## src/rtl/id_ex_hazard_stage.sv

```systemverilog
// id_ex_hazard_stage: ID/EX register with load-use stall, branch flush sequencing, memory-busy freeze and saturating bubble counter
module id_ex_hazard_stage #(
  parameter int REG_W  = 2,
  parameter int DATA_W = 8,
  parameter int CNT_W  = 8
) (
  input  logic              clk,
  input  logic              rst,
  input  logic              id_valid,
  input  logic [REG_W-1:0]  id_rs,
  input  logic [REG_W-1:0]  id_rt,
  input  logic              id_rs_en,
  input  logic              id_rt_en,
  input  logic [REG_W-1:0]  id_rd,
  input  logic              id_reg_write,
  input  logic              id_mem_read,
  input  logic [DATA_W-1:0] id_rs_data,
  input  logic [DATA_W-1:0] id_rt_data,
  input  logic              ex_flush,
  input  logic              mem_busy,
  output logic              stall_if,
  output logic              ex_valid,
  output logic [REG_W-1:0]  ex_rs,
  output logic [REG_W-1:0]  ex_rt,
  output logic [REG_W-1:0]  ex_rd,
  output logic              ex_rs_en,
  output logic              ex_rt_en,
  output logic              ex_reg_write,
  output logic              ex_mem_read,
  output logic [DATA_W-1:0] ex_rs_data,
  output logic [DATA_W-1:0] ex_rt_data,
  output logic [CNT_W-1:0]  bubble_cnt
);
  localparam int W = 5 + 3*REG_W + 2*DATA_W;
  typedef enum logic {RUN, FLUSH} state_t;
  state_t           r_state;
  logic [W-1:0]     r_ex;
  logic [CNT_W-1:0] r_cnt;
  logic             w_lu;
  logic             w_bubble;
  assign w_lu = ex_valid & ex_mem_read & ex_reg_write & id_valid &
                ((id_rs_en & (id_rs == ex_rd)) | (id_rt_en & (id_rt == ex_rd)));
  assign w_bubble = ex_flush | (r_state == FLUSH) | w_lu;
  assign stall_if = mem_busy | (w_lu & ~ex_flush & (r_state == RUN));
  assign {ex_valid, ex_rs, ex_rt, ex_rd, ex_rs_en, ex_rt_en, ex_reg_write, ex_mem_read,
          ex_rs_data, ex_rt_data} = r_ex;
  assign bubble_cnt = r_cnt;
  always_ff @(posedge clk)
    if (rst) begin
      r_state <= RUN;
      r_ex    <= '0;
      r_cnt   <= '0;
    end else if (!mem_busy) begin
      r_state <= ex_flush ? FLUSH : RUN;
      r_ex    <= w_bubble ? '0 : {id_valid, id_rs, id_rt, id_rd, id_rs_en, id_rt_en,
                                  id_reg_write, id_mem_read, id_rs_data, id_rt_data};
      r_cnt   <= r_cnt + CNT_W'(w_bubble && (r_cnt != '1));
    end
endmodule

```

## config.mk

```make
export PLATFORM = sky130hd
export DESIGN_NAME = id_ex_hazard_stage
export DESIGN_NICKNAME = d
export VERILOG_FILES = /design/src/rtl/id_ex_hazard_stage.sv
export SDC_FILE = /design/constraint.sdc
export NUM_CORES = 1
export LEC_CHECK = 0
export ABC_AREA = 1
export CAP_MARGIN = 20
export CORE_MARGIN = 1.5
export CORE_UTILIZATION = 50
export CTS_CLUSTER_SIZE = 40
export DETAILED_ROUTE_END_ITERATION = 10
export DONT_BUFFER_PORTS = 1
export SLEW_MARGIN = 25
export SYNTH_ARGS = -nofsm -noshare
export SYNTH_HDL_FRONTEND = slang
export SYNTH_SLANG_ARGS = --single-unit
```

## constraint.sdc

```tcl
create_clock -name clk -period 2.2 [get_ports clk]
set_input_delay 0.11 -clock clk [delete_from_list [all_inputs] [get_ports clk]]
set_output_delay 0.11 -clock clk [all_outputs]
set_load 0.03 [all_outputs]
```

==> run summary, run 1 <==
ys flop type = dfxtp_1
I/O Buffers = 0
post-synthesis mux area share = 0%
compound-cell area share of the yosys netlist = 23.9%
Net Sw Frac = 32.2%
Yosys reg bits = 36
Final WS setup = 0.221 ns
Mapped Area = 1740 um2
Iter 0 DRT Violations = 97
post-synthesis xor/xnor area fraction = 0.505%
Post-Synth Simple-Gate Area = 24.7%
top cells by area in the synthesized netlist = dfxtp_1, nand3_2, a21oi_2, o21ai_0, a21oi_1
final hold vios = 0
library cells used by synthesis = 23
register area share after synthesis = 41.5%
Syn Nets = 235
clk_skew = 0.00877 ns
n_diodes = 0
worst slack, placed = 0.227 ns
Setup Crit Path Kind = register to register
Clock power frac = 26.4%
vias post-DR = 1563
initial core utilization = 52.0%
GPL Wtd Cong = 0.842
Syn. warnings = 0
Tmin final = 1.98 ns
run status = complete, no violations
Fin Setup TNS = 0 ns
Critical Path RT = 2.45 ns
Area Growth Syn to Fin = 26.5%
Max Clk Rate = 505 MHz
CTS buffer count = 5
worst vdd ir = 0.000349 V
Flop pwr share = 56.6%
GRT Resource Usage Total = 21.9%
Final Core Density = 65.8%
Hold Path Class = primary input to register
Ports = 67
# rows = 21
die span in x = 61.9 um
number of global-route vias before repair = 1459
RSZ-0062 raised after global routing = no
main combinational cell family by area after synthesis = simple AND/OR/NAND/NOR gates
power per cell area = 611 nW/um2
Critical Path Start Type = register
first-pass GRT wire length = 6.13 mm
gr ovfl total = 0
Top Family by Delay on Critical Path = simple AND/OR/NAND/NOR gates
most frequent cell after synthesis = dfxtp_1
area of the core = 3340 um2
Slowest cell on crit path = dfxtp_2
Yosys top cell by area = dfxtp_1
Arrival @ worst endpoint = 2.23 ns
worst path bufs/invs = 2
post-synth top area share = 41.5%
nets = 274
full die area = 3830 um2
CTS tree = built
ys async rst share = 0%
max incr delay on CP = 0.35 ns
Max-cap violations = 0
clock latency on the worst-skew pair = 0.34 ns
initial antenna violation count = 0
Crit. End Element = register
Worst R2R Setup Slack = 0.22 ns
Net Sw Power = 0.432 mW
Final Cycle Share = 90.0%
Finished Layout Cells = 288
CP Cell Sequence = inv_1 -> a21oi_1 -> nand3_1 -> nand2_4 -> nand2_8 -> a21oi_1 -> ha_1 -> ha_1 -> inv_1 -> nor2_1 -> nand2_1 -> nor2_2 -> nand3_1 -> nand2_1 -> nor2_1
layout cells sized above 1 = 29.8%
Filler Cell Count = 304
DRC errors left = 0
hpwl dp = 2.50 mm
adder-cell share of the synthesized area = 1.44%
synthesized area per cell = 8.59 um2
CTS H-tree depth = 2
Pint = 0.910 mW
Post-DRT Antenna Nets = 0
crit-path max FO = 3
Relative slew margins = 45.2%
clk buf depth = 2
post-DR vias/cell = 5.43
First-pass DRT Iterations = 6
Worst-path clk slew = 0.12 ns
final setup violation count = 0
Leak = 0.825 nW
final WL = 4.01 mm
total power = 1.34 mW
synth cell count leaders = dfxtp_1, o21ai_0, nand3_2, a21oi_2, nand2_1
Cells after Synth = 202
Worst-Margin Slew = 0.821 ns
DR WL/cell = 13.9 um
largest net degree at the start of global routing = 35
Post-synth EDFFs = 0
clk sinks = 36
Cell Count Post-Placement = 250
DIE HEIGHT = 61.9 um
Root Driver = clkbuf_4
Max Transition Viols Final = 0
combinational share of power = 17.0%
cell families (layout without fill, tap and decap cells):
| kind of cell | count (synthesis) | after routing |
|---|---|---|
| xor+xnor | 1 | 1 |
| flops | 36 | 36 |
| buf+inv | 27 | 67 |
| fa+ha+maj | 2 | 2 |
| simple gates | 68 | 68 |
| compound gates | 68 | 68 |
layout by cell type (no fill, tap or decap), drive strengths merged, types with 3 or more instances in the layout:
cell / count
dfxtp: 36
a21oi: 34
o21ai: 33
nand3: 32
dlygate4sd3: 30
nand2: 18
buf: 16
nor2: 14
inv: 13
clkbuf: 5
clkinv: 3
metrics by stage:
stage	hold WS (ns)	instance area [um2]
after global placement	0.184	1840
after detailed placement	0.192	1840
after global routing	0.155	2190
after CTS	0.118	2190
final	0.148	2190
after floorplan	0.182	1740
flip-flops by register name, indices dropped and copies added, names as in the netlist:
| name | count |
|---|---|
| bubble_cnt | 8 |
| r_state | 1 |
| r_ex | 27 |
final timing paths:
path,end,cells after the start,start
hold / removal,r_ex[7]$_SDFFE_PP0N_,2,mem_busy
hold reg to reg,r_state$_SDFFE_PP0N_,2,r_state$_SDFFE_PP0N_
setup / recovery,bubble_cnt[6]$_SDFFE_PP0N_,15,r_ex[20]$_SDFFE_PP0N_
setup reg to reg,bubble_cnt[6]$_SDFFE_PP0N_,15,r_ex[20]$_SDFFE_PP0N_
final cells by class:
class | count | area (um2) | share of cell area [%]
multi-input cells | 139 | 888 | 40.5
clock buffers | 5 | 37.5 | 1.71
flip-flops and latches | 36 | 723 | 33.0
well taps | 46 | 57.6 | 2.62
inverters | 13 | 48.8 | 2.22
clock inverters | 3 | 18.8 | 0.855
repair buffers | 46 | 420 | 19.2
power groups by stage:
stage	clock network, mW	registers, mW	logic [mW]
after global placement	0	0.774	0.173
after global routing	0.391	0.765	0.250
after floorplan	0	0.789	0.125
after detailed placement	0	0.775	0.180
final	0.354	0.760	0.228
after CTS	0.370	0.761	0.227
what timing repair did:
action                                  4_1_cts  5_1_grt
resized for setup                             0        1
endpoints found under the setup margin        0        1
hold buffers                                 30        0
endpoints found under the hold margin        32        0
buffers inserted                              0        0
per-layer routing:
metal | part of all wire (%) | global-route usage [%] | up-vias | routed length [um]
met5 | 0 | 0 | - | 0
met4 | 1.3 | 7.29 | 0 | 53
met3 | 6.2 | 7.04 | 6 | 248
met2 | 52 | 40.3 | 55 | 2090
met1 | 40 | 23.6 | 736 | 1620
li1 | - | - | 766 | -
No activity file was read; power rests on OpenSTA's default activity.
==> run 2, diff against run 1 <==
--- a/config.mk
+++ b/config.mk
@@ -7,6 +7,7 @@
 export LEC_CHECK = 0
 export ABC_AREA = 1
 export CAP_MARGIN = 20
+export CORE_ASPECT_RATIO = 0.5
 export CORE_MARGIN = 1.5
 export CORE_UTILIZATION = 50
 export CTS_CLUSTER_SIZE = 40
==> run 2 against run 1 <==
Net effect: the run now ends with hold timing left; critical path depth stayed put; maximum frequency is 0.96% lower; worst hold slack worse by 0.15 ns; utilization is 5.2 points higher; wire length is 0.40% higher; register-to-register slack worse by 0.02 ns; via count is 2.0% lower; clock skew is 0.0031 ns lower; largest power group unchanged.
==> run summary, run 2 (synthesized netlist as in run 1, its figures left out) <==
Top Family by Delay on Critical Path = simple AND/OR/NAND/NOR gates
n_diodes = 0 (unchanged)
gr ovfl total = 0 (unchanged)
DP Area = 1820 um2 (-1.1%)
final hold vios = 1 (+1)
DIE HEIGHT = 44.7 um (-28%)
Relative slew margins = 71.6% (+26 points)
Arrival @ worst endpoint = 2.17 ns (-0.06 ns)
Critical Path RT = 2.37 ns (-0.08 ns)
total power = 1.57 mW (+17%)
hold depth = 2 (unchanged)
largest reg by FF count = r_ex
# rows = 14 (-33%)
CP Cell Sequence = inv_1 -> a21oi_1 -> nand3_1 -> nand2_4 -> nand2_8 -> a21oi_2 -> ha_2 -> ha_1 -> inv_1 -> nor2_2 -> nand2_1 -> nor2_2 -> nand3_1 -> nand2_1 -> nor2_1
GRT Resource Usage Total = 22.0% (+0.14 points)
Design Area, Final = 2240 um2 (+2.0%)
final setup violation count = 0 (unchanged)
GPL Wtd Cong = 0.754 (-10%)
hpwl dp = 2.43 mm (-2.9%)
CTS H-tree depth = 2 (unchanged)
Root Driver = clkbuf_8
Tmin final = 2.00 ns (+0.0191 ns)
Fin Setup TNS = 0 ns (unchanged)
CTS buffer count = 5 (unchanged)
Post-CTS Setup Inserts = 0 (unchanged)
initial core utilization = 55.0% (+3.0 points)
Cell Count Post-Placement = 243 (-2.8%)
worst vdd ir = 0.000498 V (+43%)
Final Cycle Share = 90.8% (+0.87 points)
Area Growth Syn to Fin = 29.0%
layout cells sized above 1 = 30.7% (+0.95 points)
Net Sw Frac = 28.5% (-3.7 points)
Worst-Margin Slew = 0.425 ns (-0.396 ns)
final WL = 4.02 mm (+0.40%)
Crit. End Element = register
DR WL/cell = 14.3 um (+2.9%)
Max-cap violations = 0 (unchanged)
full die area = 3850 um2 (+0.56%)
Worst-path clk slew = 0.08 ns (-0.04 ns)
worst path bufs/invs = 2 (unchanged)
Max Transition Viols Final = 0 (unchanged)
Iter 0 DRT Violations = 59 (-39%)
hold slack = -0.00170 ns (-0.150 ns)
clk sinks = 36 (unchanged)
commonest non-fill, non-tap cell in the layout = dfxtp_1
Pint = 1.12 mW (+23%)
Critical Path Start Type = register
Clock power frac = 37.1% (+11 points)
vias post-DR = 1531 (-2.0%)
clk_skew = 0.00562 ns (-0.00315 ns)
crit-path max FO = 3 (unchanged)
Slowest cell on crit path = dfxtp_2
Worst path depth = 15 (unchanged)
failing checks = hold timing
area of the core = 3150 um2 (-5.5%)
Max Clk Rate = 500 MHz (-0.96%)
post-DR vias/cell = 5.45 (+0.39%)
First-pass DRT Iterations = 4 (-2)
number of global-route vias before repair = 1406 (-3.6%)
most frequent cells in the layout = dfxtp_1, o21ai_0, dlygate4sd3_1, nand3_2, a21oi_2
initial antenna violation count = 0 (unchanged)
Finished Layout Cells = 281 (-2.4%)
DRC errors left = 0 (unchanged)
I/O Buffers = 0 (unchanged)
Setup Crit Path Kind = register to register
power per cell area = 701 nW/um2 (+15%)
cell depth of the worst flop-to-flop path = 15 (unchanged)
Hold Path Class = primary input to register
combinational share of power = 14.2% (-2.8 points)
max incr delay on CP = 0.35 ns (about the same)
largest net degree at the start of global routing = 35 (unchanged)
die span in x = 86.3 um (+39%)
clk buf depth = 2 (unchanged)
Ports = 67 (unchanged)
first-pass GRT wire length = 6.57 mm (+7.1%)
run status = finished, violations left
Net Sw Power = 0.447 mW (+3.6%)
nets = 273 (-0.36%)
CTS tree = built
Leak = 0.837 nW (+1.4%)
Post-DRT Antenna Nets = 0 (unchanged)
max reg flops = 27 (unchanged)
clock latency on the worst-skew pair = 0.28 ns (-0.06 ns)
Flop pwr share = 48.7% (-7.9 points)
==> run 2: final cells by class <==
type                            count  area [um2]
Fill cell                         247         915
Timing Repair Buffer               45         413
Multi-Input combinational cell    139         892
Sequential cell                    36         723
Tap cell                           40        50.0
Clock buffer                        5        68.8
Inverter                           13        48.8
Clock inverter                      3        42.5
==> run 2: routing by layer <==
metal,wire (um),share of wire (%),global-route usage (%),vias up
met5,0,0,0,-
met4,8,0.20,3.87,0
met3,344,8.6,7.84,2
met2,1760,44,36.4,51
met1,1910,47,28.7,713
li1,-,-,-,765
==> run 2: per-stage QoR <==
step	hold slack [ns]	util (%)	setup slack, ns
2_1_floorplan	0.182	-	0.0125
3_3_place_gp	0.186	57.6	0.321
3_5_place_dp	0.186	57.6	0.240
4_1_cts	0.00158	70.6	0.210
5_1_grt	0.0146	71.0	-0.00747
6_report	-0.00170	71.0	0.201
==> run 2: what timing repair did <==
item / 4_1_cts / 5_1_grt
hold buffers: 30 / 0
gates resized for setup: 0 / 4
setup endpoints to repair: 0 / 1
endpoints found under the hold margin: 31 / 0
==> run 2: worst reg2reg max path, cell delays in order, from the launching register on <==
cell and delay (ns):
dfxtp_2 0.35, inv_1 0.06, a21oi_1 0.15, nand3_1 0.14, nand2_4 0.11, nand2_8 0.05
a21oi_2 0.11, ha_2 0.18, ha_1 0.16, inv_1 0.05, nor2_2 0.12, nand2_1 0.10
nor2_2 0.14, nand3_1 0.08, nand2_1 0.06, nor2_1 0.04
==> run 2: final timing paths <==
kind	start	endpoint	slack (ns)
worst max-delay path	r_ex[20]$_SDFFE_PP0N_	bubble_cnt[6]$_SDFFE_PP0N_	0.20
worst max register to register	r_ex[20]$_SDFFE_PP0N_	bubble_cnt[6]$_SDFFE_PP0N_	0.20
worst min register to register	r_state$_SDFFE_PP0N_	r_state$_SDFFE_PP0N_	0.50
worst min-delay path	mem_busy	bubble_cnt[0]$_SDFFE_PP0N_	-0.002
==> run 2: power groups by stage <==
stage               logic, mW  registers (mW)  clock network [mW]
floorplan               0.125           0.789                   0
global placement        0.170           0.778                   0
detailed placement      0.173           0.779                   0
CTS                     0.219           0.764               0.594
global route            0.245           0.768               0.618
finish                  0.222           0.764               0.582
